[src/rtl/uart_rx_param.sv]
// Parametrised UART receiver: synchronises the serial line, samples each bit at mid-bit,
// checks parity and stop bits, and offers each word downstream through a one-entry holding register.
module uart_rx_param #(
  parameter int CLKS_PER_BIT = 16,
  parameter int DATA_BITS    = 8,
  parameter int PARITY       = 0,
  parameter int STOP_BITS    = 1
) (
  input  logic                 clk_i,
  input  logic                 rst_i,
  input  logic                 RXD_i,
  input  logic                 ready_i,
  output logic [DATA_BITS-1:0] data_o,
  output logic                 valid_o,
  output logic                 parity_err_o,
  output logic                 frame_err_o,
  output logic                 overrun_o,
  output logic                 busy_o
);

  localparam int CNT_W = $clog2(CLKS_PER_BIT);
  localparam int IDX_W = $clog2(DATA_BITS + 1);
  localparam logic [CNT_W-1:0] MID_LAST  = CNT_W'(CLKS_PER_BIT / 2 - 1);
  localparam logic [CNT_W-1:0] BIT_LAST  = CNT_W'(CLKS_PER_BIT - 1);
  localparam logic [IDX_W-1:0] DATA_LAST = IDX_W'(DATA_BITS - 1);
  localparam logic [IDX_W-1:0] STOP_LAST = IDX_W'(STOP_BITS - 1);

  typedef enum logic [2:0] {IDLE, START, DATA, PAR, STOP} state_t;

  state_t                 state, state_nxt;
  logic                   rx_meta, rx_s;
  logic [CNT_W-1:0]       cnt;
  logic [IDX_W-1:0]       idx;
  logic [DATA_BITS-1:0]   shift_r;
  logic                   par_err_r, frm_err_r, complete;
  logic                   bit_tick, frame_done;

  // Two-flop synchroniser; idles high so reset never looks like a start bit.
  always_ff @(posedge clk_i or negedge rst_i) begin
    if (!rst_i) begin
      rx_meta <= 1'b1;
      rx_s    <= 1'b1;
    end else begin
      rx_meta <= RXD_i;
      rx_s    <= rx_meta;
    end
  end

  always_ff @(posedge clk_i or negedge rst_i) begin
    if (!rst_i) state <= IDLE;
    else        state <= state_nxt;
  end

  always_comb begin
    state_nxt = state;
    case (state)
      IDLE:  if (!rx_s) state_nxt = START;
      START: if (cnt == MID_LAST) state_nxt = rx_s ? IDLE : DATA;
      DATA:  if (bit_tick && idx == DATA_LAST) state_nxt = (PARITY != 0) ? PAR : STOP;
      PAR:   if (bit_tick) state_nxt = STOP;
      STOP:  if (bit_tick && idx == STOP_LAST) state_nxt = IDLE;
      default: state_nxt = IDLE;
    endcase
  end

  always_comb begin
    busy_o     = (state != IDLE);
    bit_tick   = (cnt == BIT_LAST) && (state == DATA || state == PAR || state == STOP);
    frame_done = (state == STOP) && bit_tick && (idx == STOP_LAST);
  end

  // Bit timing, shift register and per-frame error accumulation.
  always_ff @(posedge clk_i or negedge rst_i) begin
    if (!rst_i) begin
      cnt       <= '0;
      idx       <= '0;
      shift_r   <= '0;
      par_err_r <= 1'b0;
      frm_err_r <= 1'b0;
      complete  <= 1'b0;
    end else begin
      complete <= frame_done;
      case (state)
        IDLE: begin
          cnt <= '0;
          idx <= '0;
        end
        START: begin
          cnt       <= (cnt == MID_LAST) ? '0 : cnt + CNT_W'(1);
          par_err_r <= 1'b0;
          frm_err_r <= 1'b0;
        end
        default: begin
          cnt <= bit_tick ? '0 : cnt + CNT_W'(1);
          if (bit_tick) begin
            if (state == DATA) begin
              shift_r <= {rx_s, shift_r[DATA_BITS-1:1]};
              idx     <= (idx == DATA_LAST) ? '0 : idx + IDX_W'(1);
            end else if (state == PAR) begin
              par_err_r <= ((^shift_r) ^ rx_s) != (PARITY == 1);
            end else begin
              idx <= idx + IDX_W'(1);
              if (!rx_s) frm_err_r <= 1'b1;
            end
          end
        end
      endcase
    end
  end

  // Holding register: a completed frame is dropped (overrun) only if the previous word is still unaccepted.
  always_ff @(posedge clk_i or negedge rst_i) begin
    if (!rst_i) begin
      data_o       <= '0;
      valid_o      <= 1'b0;
      parity_err_o <= 1'b0;
      frame_err_o  <= 1'b0;
      overrun_o    <= 1'b0;
    end else begin
      overrun_o <= 1'b0;
      if (complete) begin
        if (!valid_o || ready_i) begin
          data_o       <= shift_r;
          parity_err_o <= par_err_r;
          frame_err_o  <= frm_err_r;
          valid_o      <= 1'b1;
        end else begin
          overrun_o <= 1'b1;
        end
      end else if (valid_o && ready_i) begin
        valid_o <= 1'b0;
      end
    end
  end

endmodule
[config.mk]
export PLATFORM = sky130hd
export DESIGN_NAME = uart_rx_param
export DESIGN_NICKNAME = d
export VERILOG_FILES = /design/src/rtl/uart_rx_param.sv
export SDC_FILE = /design/constraint.sdc
export NUM_CORES = 1
export LEC_CHECK = 0
export ABC_AREA = 0
export ABC_CLOCK_PERIOD_IN_PS = 2100
export CAP_MARGIN = 20
export CELL_PAD_IN_SITES_DETAIL_PLACEMENT = 0
export CELL_PAD_IN_SITES_GLOBAL_PLACEMENT = 2
export CORE_UTILIZATION = 37
export DETAILED_ROUTE_END_ITERATION = 8
export PLACE_DENSITY_LB_ADDON = 0.2
export RECOVER_POWER = 100
export SLEW_MARGIN = 20
export SYNTH_ARGS = -nofsm -noshare
export SYNTH_HDL_FRONTEND = slang
export SYNTH_SLANG_ARGS = --single-unit
[constraint.sdc]
create_clock -name clk_i -period 2.1 [get_ports clk_i]
set_input_delay 0.42 -clock clk_i [delete_from_list [all_inputs] [get_ports clk_i]]
set_output_delay 0.42 -clock clk_i [all_outputs]
set_load 0.05 [all_outputs]
==> results of run 1 <==
layout make-up:
class | count | area (sq um) | area share
timing repair buffer | 21 | 183 | 0.0923
sequential | 36 | 903 | 0.456
clock inverter | 2 | 35.0 | 0.0177
multi-input combinational | 94 | 702 | 0.355
inverter | 5 | 18.8 | 0.00948
clock buffer | 6 | 72.6 | 0.0367
tap | 52 | 65.1 | 0.0329
registers in the layout, indices dropped and copies added, names as in the netlist, 3 cells and up:
register / flops
shift_r: 8
state: 3
cnt: 4
data_o: 8
idx: 4
report_power, final:
group | switching, W | leakage (nW) | internal, W
registers | 0.000121 | 0.467 | 0.000803
clock network | 0.000234 | 0.0552 | 0.000352
logic | 0.000266 | 0.413 | 0.000262
total | 0.000622 | 0.936 | 0.00142
cell families (layout without fill, tap and decap cells):
kind of cell | Yosys count | in the layout | synth area share
buf+inv | 11 | 34 | 0.0285
mux | 18 | 18 | 0.122
flops | 36 | 36 | 0.542
compound gates | 26 | 26 | 0.103
xor+xnor | 8 | 8 | 0.0503
simple gates | 38 | 38 | 0.125
fa+ha+maj | 4 | 4 | 0.0293
metal layers:
metal / global-route usage / routed length (um) / up-vias / part of all wire
li1: - / - / 541 / -
met1: 0.189 / 1500 / 555 / 0.50
met2: 0.213 / 1380 / 16 / 0.46
met3: 0.0468 / 104 / 5 / 0.034
met4: 0.0476 / 38 / 0 / 0.013
met5: 0 / 0 / - / 0
cells in the final DEF, fill, tap and decap left out, drive strengths merged, types with 5 or more instances in the layout:
master | Yosys | final
mux2 | 18 | 18
o21ai | 8 | 8
dfrtp | 34 | 34
dlygate4sd3 | 0 | 15
nand2 | 7 | 7
a21oi | 5 | 5
clkbuf | 3 | 10
inv | 5 | 5
nor2 | 11 | 11
xnor2 | 6 | 6
worst max path at each step:
| stage | slack, ns | cells after the start | endpoint | start |
|---|---|---|---|---|
| 2_1_floorplan | 0.31 | 3 | busy_o | state[2]$_DFFE_PN0P_ |
| 3_5_place_dp | 0.22 | 4 | data_o[3]$_DFFE_PN0P_ | ready_i |
| 6_report | 0.16 | 1 | frame_err_o | frame_err_o$_DFFE_PN0P_ |
| 3_3_place_gp | 0.25 | 4 | data_o[3]$_DFFE_PN0P_ | ready_i |
| 4_1_cts | 0.21 | 1 | data_o[3] | data_o[3]$_DFFE_PN0P_ |
| 5_1_grt | 0.08 | 5 | idx[0]$_DFFE_PN0P_ | cnt[0]$_DFF_PN0_ |
cells in the mapped netlist (4+ instances only):
| cell type | number | share of area |
|---|---|---|
| a21oi_1 | 5 | 0.015 |
| dfrtp_1 | 34 | 0.51 |
| inv_1 | 5 | 0.011 |
| mux2_2 | 18 | 0.12 |
| nand2_1 | 7 | 0.016 |
| nor2_1 | 11 | 0.025 |
| nor2b_1 | 4 | 0.015 |
| o21ai_0 | 8 | 0.024 |
| xnor2_1 | 6 | 0.032 |
per-stage QoR:
stage	worst slack [ns]	total power [W]	instance area, sq um	utilization	instances
final	0.162	0.00204	1980	0.455	216
after global routing	0.0790	0.00219	1980	0.455	216
after CTS	0.209	0.00210	2010	0.461	216
after detailed placement	0.224	0.00150	1900	0.436	208
after global placement	0.251	0.00148	1900	0.436	208
after floorplan	0.314	0.00137	1670	-	141
==> results.sh, run 1 <==
export IMPL_cts_root_buf="clkbuf_8"
export IMPL_avgRoutedWirePerCell_um=14.0
export IMPL_synth_seq_cells=36
export IMPL_holdWs_ns=0.358
export IMPL_critical_path_top_delay_family="buffers and inverters"
export IMPL_yosys_warnings=0
export IMPL_ff2ff_setup_slack_ns=0.22
export IMPL_nFillCells=415
export IMPL_antenna_cells=0
export IMPL_grt_pass1_wl_mm=5.26
export IMPL_ir_drop_mv=0.476
export IMPL_crit_chain="dlygate4sd3_1"
export IMPL_fin_setup_tns_ns=0
export IMPL_holdPathEnd="rx_s$_DFF_PN1_"
export IMPL_min_period_ns=1.94
export IMPL_io_pins=17
export IMPL_max_freq_mhz=516
export IMPL_period_share=0.923
export IMPL_syn_mean_instance_area_sq_um=11.8
export IMPL_min_path_cells=0
export IMPL_clock_skew_ns=0.00572
export IMPL_cts_setup_buffers=0
export IMPL_clock_sinks=36
export IMPL_dieArea_sq_mm=0.00478
export IMPL_layout_drive_gt1_share=0.195
export IMPL_vias=1117
export IMPL_cp_required_ns=1.68
export IMPL_die_width_um=69.1
export IMPL_reg2reg_depth=5
export IMPL_routed_wl_mm=3.03
export IMPL_synth_edf_count=0
export IMPL_cts_hold_buf=0
export IMPL_die_h_um=69.1
export IMPL_crit_path_top_delay_cell="dlygate4sd3_1"
export IMPL_cts_buffers=5
export IMPL_synthesis_area_sq_mm=0.00167
export IMPL_place_congestion=0.695
export IMPL_gr_usage_all_layers=0.141
export IMPL_drcViolationCount=0
export IMPL_synth_nets=148
export IMPL_cts_tree="done"
export IMPL_grt_pass1_vias=1100
export IMPL_holdCritPathClass="reg -> reg"
export IMPL_setup_viol=0
export IMPL_drt_iter0_markers=35
export IMPL_syn_instance_count=141
export IMPL_hp_start="rx_meta$_DFF_PN1_"
export IMPL_grt_overflow=0
export IMPL_cts_max_level=2
export IMPL_core_sq_mm=0.00435
export IMPL_cts_resized=0
export IMPL_ys_seq_area_frac=0.542
export IMPL_reg2reg_to="idx[0]$_DFFE_PN0P_"
export IMPL_area_delta_synth_final_pct=18.8
export IMPL_cpPeakStageDelay_ns=0.88
export IMPL_relSlewSlack=0.384
export IMPL_hpwl_mm=2.10
export IMPL_critPathBufInv=1
export IMPL_leakage_nw=0.936
export IMPL_maxCapViolations=0
export IMPL_ant_nets=0
export IMPL_final_hold_violation_count=0
export IMPL_clk_latency_ns=0.28
export IMPL_tightest_slew_ns=0.924
export IMPL_grt_max_degree=37
export IMPL_cp_start_kind="register"
export IMPL_via_per_inst=5.17
export IMPL_rsz0062_at_grt="false"
export IMPL_ys_async_sr_fraction=1.00
export IMPL_yosysUniqueCellTypes=38
export IMPL_rr_startpoint="cnt[0]$_DFF_PN0_"
export IMPL_cts_buffer_depth=2
export IMPL_rows=24
export IMPL_io_buffers=16
export IMPL_end_kind="primary output"
export IMPL_maxSlewViolCount=0
export IMPL_crit_path_max_fanout=2
export IMPL_synth_flop_cell="dfrtp_1"
export IMPL_power_density_mw_per_mm2=1030
export IMPL_drtPass1Iterations=4
export IMPL_cp_arrival_ns=1.52
export IMPL_nets=170
export IMPL_antenna_found_initial=0
export IMPL_status="complete, no violations"
export IMPL_start_util=0.383
export IMPL_crit_type="reg -> out"
export IMPL_clkTransAtPathRegs_ns=0.07
Note: power is estimated with default switching activity, not from simulation.
==> run 2: changes to the inputs <==
--- a/config.mk
+++ b/config.mk
@@ -6,11 +6,11 @@
 export NUM_CORES = 1
 export LEC_CHECK = 0
 export ABC_AREA = 0
-export ABC_CLOCK_PERIOD_IN_PS = 2100
+export ABC_CLOCK_PERIOD_IN_PS = 2500
 export CAP_MARGIN = 20
 export CELL_PAD_IN_SITES_DETAIL_PLACEMENT = 0
 export CELL_PAD_IN_SITES_GLOBAL_PLACEMENT = 2
-export CORE_UTILIZATION = 37
+export CORE_UTILIZATION = 40
 export DETAILED_ROUTE_END_ITERATION = 8
 export PLACE_DENSITY_LB_ADDON = 0.2
 export RECOVER_POWER = 100
==> constraint.sdc (replaced) <==
create_clock -name clk_i -period 2.5 [get_ports clk_i]
set_input_delay 0.5 -clock clk_i [delete_from_list [all_inputs] [get_ports clk_i]]
set_output_delay 0.5 -clock clk_i [all_outputs]
set_load 0.05 [all_outputs]
==> run 2 against run 1 <==
Via count decreased by 1.6%. Design area decreased by 1.0%. Clock power decreased by 15%. Final cell count decreased by 1.9%. Utilization increased by 3.5 points. First-iteration DRC count increased by 110%. Critical path depth increased by 2. Largest power group unchanged.
==> results.sh, run 2 (synthesized netlist as in run 1, its figures left out) <==
export IMPL_status="complete, no violations"
export IMPL_maxSlewViolCount=0
export IMPL_final_cell_mix="dfrtp_1, mux2_2, dlygate4sd3_1, nor2_1, o21ai_0"
export IMPL_avgRoutedWirePerCell_um=13.9
export IMPL_mostFrequentLayoutCell="dfrtp_1"
export IMPL_tightest_slew_ns=0.868
export IMPL_leakage_nw=0.923
export IMPL_cts_buffers=5
export IMPL_cts_tree="done"
export IMPL_power_density_mw_per_mm2=872
export IMPL_crit_path_max_fanout=14
export IMPL_place_congestion=0.737
export IMPL_maxCapViolations=0
export IMPL_place_ws_ns=0.553
export IMPL_crit_type="reg -> out"
export IMPL_cts_max_level=2
export IMPL_grt_overflow=0
export IMPL_nets=168
export IMPL_postLayoutSetupSlackWorst_ns=0.453
export IMPL_ir_drop_mv=0.378
export IMPL_rows=23
export IMPL_gr_usage_all_layers=0.158
export IMPL_io_pins=17
export IMPL_relSlewSlack=0.421
export IMPL_grt_max_degree=37
export IMPL_clock_sinks=36
export IMPL_core_sq_mm=0.00400
export IMPL_rsz0062_at_grt="false"
export IMPL_antenna_cells=0
export IMPL_layout_drive_gt1_share=0.173
export IMPL_power_w=0.00171
export IMPL_largestRegisters="data_o x8, shift_r x8"
export IMPL_drtPass1Iterations=4
export IMPL_grt_pass1_wl_mm=5.01
export IMPL_period_share=0.819
export IMPL_vias=1099
export IMPL_routed_wl_mm=2.96
export IMPL_fin_setup_tns_ns=0
export IMPL_grt_pass1_vias=1038
export IMPL_die_h_um=66.6
export IMPL_start_util=0.417
export IMPL_clkTransAtPathRegs_ns=0.07
export IMPL_ant_nets=0
export IMPL_cp_required_ns=2.00
export IMPL_clock_skew_ns=0.00590
export IMPL_cp_arrival_ns=1.55
export IMPL_cts_root_buf="clkbuf_8"
export IMPL_via_per_inst=5.18
export IMPL_max_freq_mhz=488
export IMPL_drcViolationCount=0
export IMPL_clk_latency_ns=0.29
export IMPL_die_width_um=66.6
export IMPL_cp_start_kind="register"
export IMPL_nFillCells=378
export IMPL_end_kind="primary output"
export IMPL_dieArea_sq_mm=0.00443
export IMPL_drt_iter0_markers=73
export IMPL_area_delta_synth_final_pct=17.6
export IMPL_io_buffers=16
export IMPL_holdCritPathClass="reg -> reg"
export IMPL_cts_buffer_depth=2
export IMPL_cts_resized=0
export IMPL_cts_hold_buf=0
export IMPL_hpwl_mm=2.01
export IMPL_final_hold_violation_count=0
export IMPL_min_period_ns=2.05
export IMPL_cts_setup_buffers=0
export IMPL_ff2ff_setup_slack_ns=0.50
export IMPL_antenna_found_initial=0
export IMPL_setup_viol=0
==> run 2: worst max-delay path: stages (launching register included) <==
cell      delay (ns)
dfrtp_1         0.61
nor3_1          0.12
inv_1           0.07
clkbuf_1        0.46
==> run 2: per-stage QoR <==
stage / util / hold slack, ns / cells / cell area [sq um]
after floorplan: - / 0.204 / 141 / 1670
after global placement: 0.470 / 0.347 / 204 / 1880
after detailed placement: 0.470 / 0.350 / 204 / 1880
after CTS: 0.497 / 0.361 / 212 / 1990
after global routing: 0.490 / 0.363 / 212 / 1960
final: 0.490 / 0.360 / 212 / 1960
==> run 2: layout make-up <==
| type | count | area, sq um | share of cell area |
|---|---|---|---|
| Tap cell | 50 | 62.6 | 0.0319 |
| Clock buffer | 6 | 72.6 | 0.0370 |
| Inverter | 5 | 18.8 | 0.00958 |
| Multi-Input combinational cell | 94 | 701 | 0.358 |
| Clock inverter | 2 | 35.0 | 0.0179 |
| Timing Repair Buffer | 19 | 166 | 0.0849 |
| Sequential cell | 36 | 903 | 0.461 |
==> run 2: layer usage <==
metal,up-vias,part of all wire,track usage
li1,541,-,-
met1,534,0.48,0.210
met2,18,0.46,0.227
met3,6,0.034,0.0514
met4,0,0.021,0.0798
met5,-,0,0
==> run 2: worst paths after layout <==
kind / startpoint / to / cells after the start
worst max-delay path: state[1]$_DFFE_PN0P_ / busy_o / 3
worst min-delay path: rx_meta$_DFF_PN1_ / rx_s$_DFF_PN1_ / 0
worst max register to register: cnt[0]$_DFF_PN0_ / idx[0]$_DFFE_PN0P_ / 5
worst min register to register: rx_meta$_DFF_PN1_ / rx_s$_DFF_PN1_ / 0
max in group asynchronous: rst_i / state[2]$_DFFE_PN0P_ / 2
min in group asynchronous: rst_i / parity_err_o$_DFFE_PN0P_ / 2
==> run 2: where the power goes <==
| part | switching, W | internal (W) |
|---|---|---|
| registers | 0.000114 | 0.000674 |
| clock network | 0.000200 | 0.000296 |
| logic | 0.000209 | 0.000214 |
==> run 3: changes to the inputs <==
--- a/config.mk
+++ b/config.mk
@@ -6,11 +6,11 @@
 export NUM_CORES = 1
 export LEC_CHECK = 0
 export ABC_AREA = 0
-export ABC_CLOCK_PERIOD_IN_PS = 2500
+export ABC_CLOCK_PERIOD_IN_PS = 2100
 export CAP_MARGIN = 20
 export CELL_PAD_IN_SITES_DETAIL_PLACEMENT = 0
 export CELL_PAD_IN_SITES_GLOBAL_PLACEMENT = 2
-export CORE_UTILIZATION = 40
+export CORE_UTILIZATION = 37
 export DETAILED_ROUTE_END_ITERATION = 8
 export PLACE_DENSITY_LB_ADDON = 0.2
 export RECOVER_POWER = 100
==> constraint.sdc (replaced) <==
create_clock -name clk_i -period 2.1 [get_ports clk_i]
set_input_delay 0.42 -clock clk_i [delete_from_list [all_inputs] [get_ports clk_i]]
set_output_delay 0.42 -clock clk_i [all_outputs]
set_load 0.05 [all_outputs]
==> results of run 3 <==
The final DEF is identical to that of run 1; final timing and power are the same.
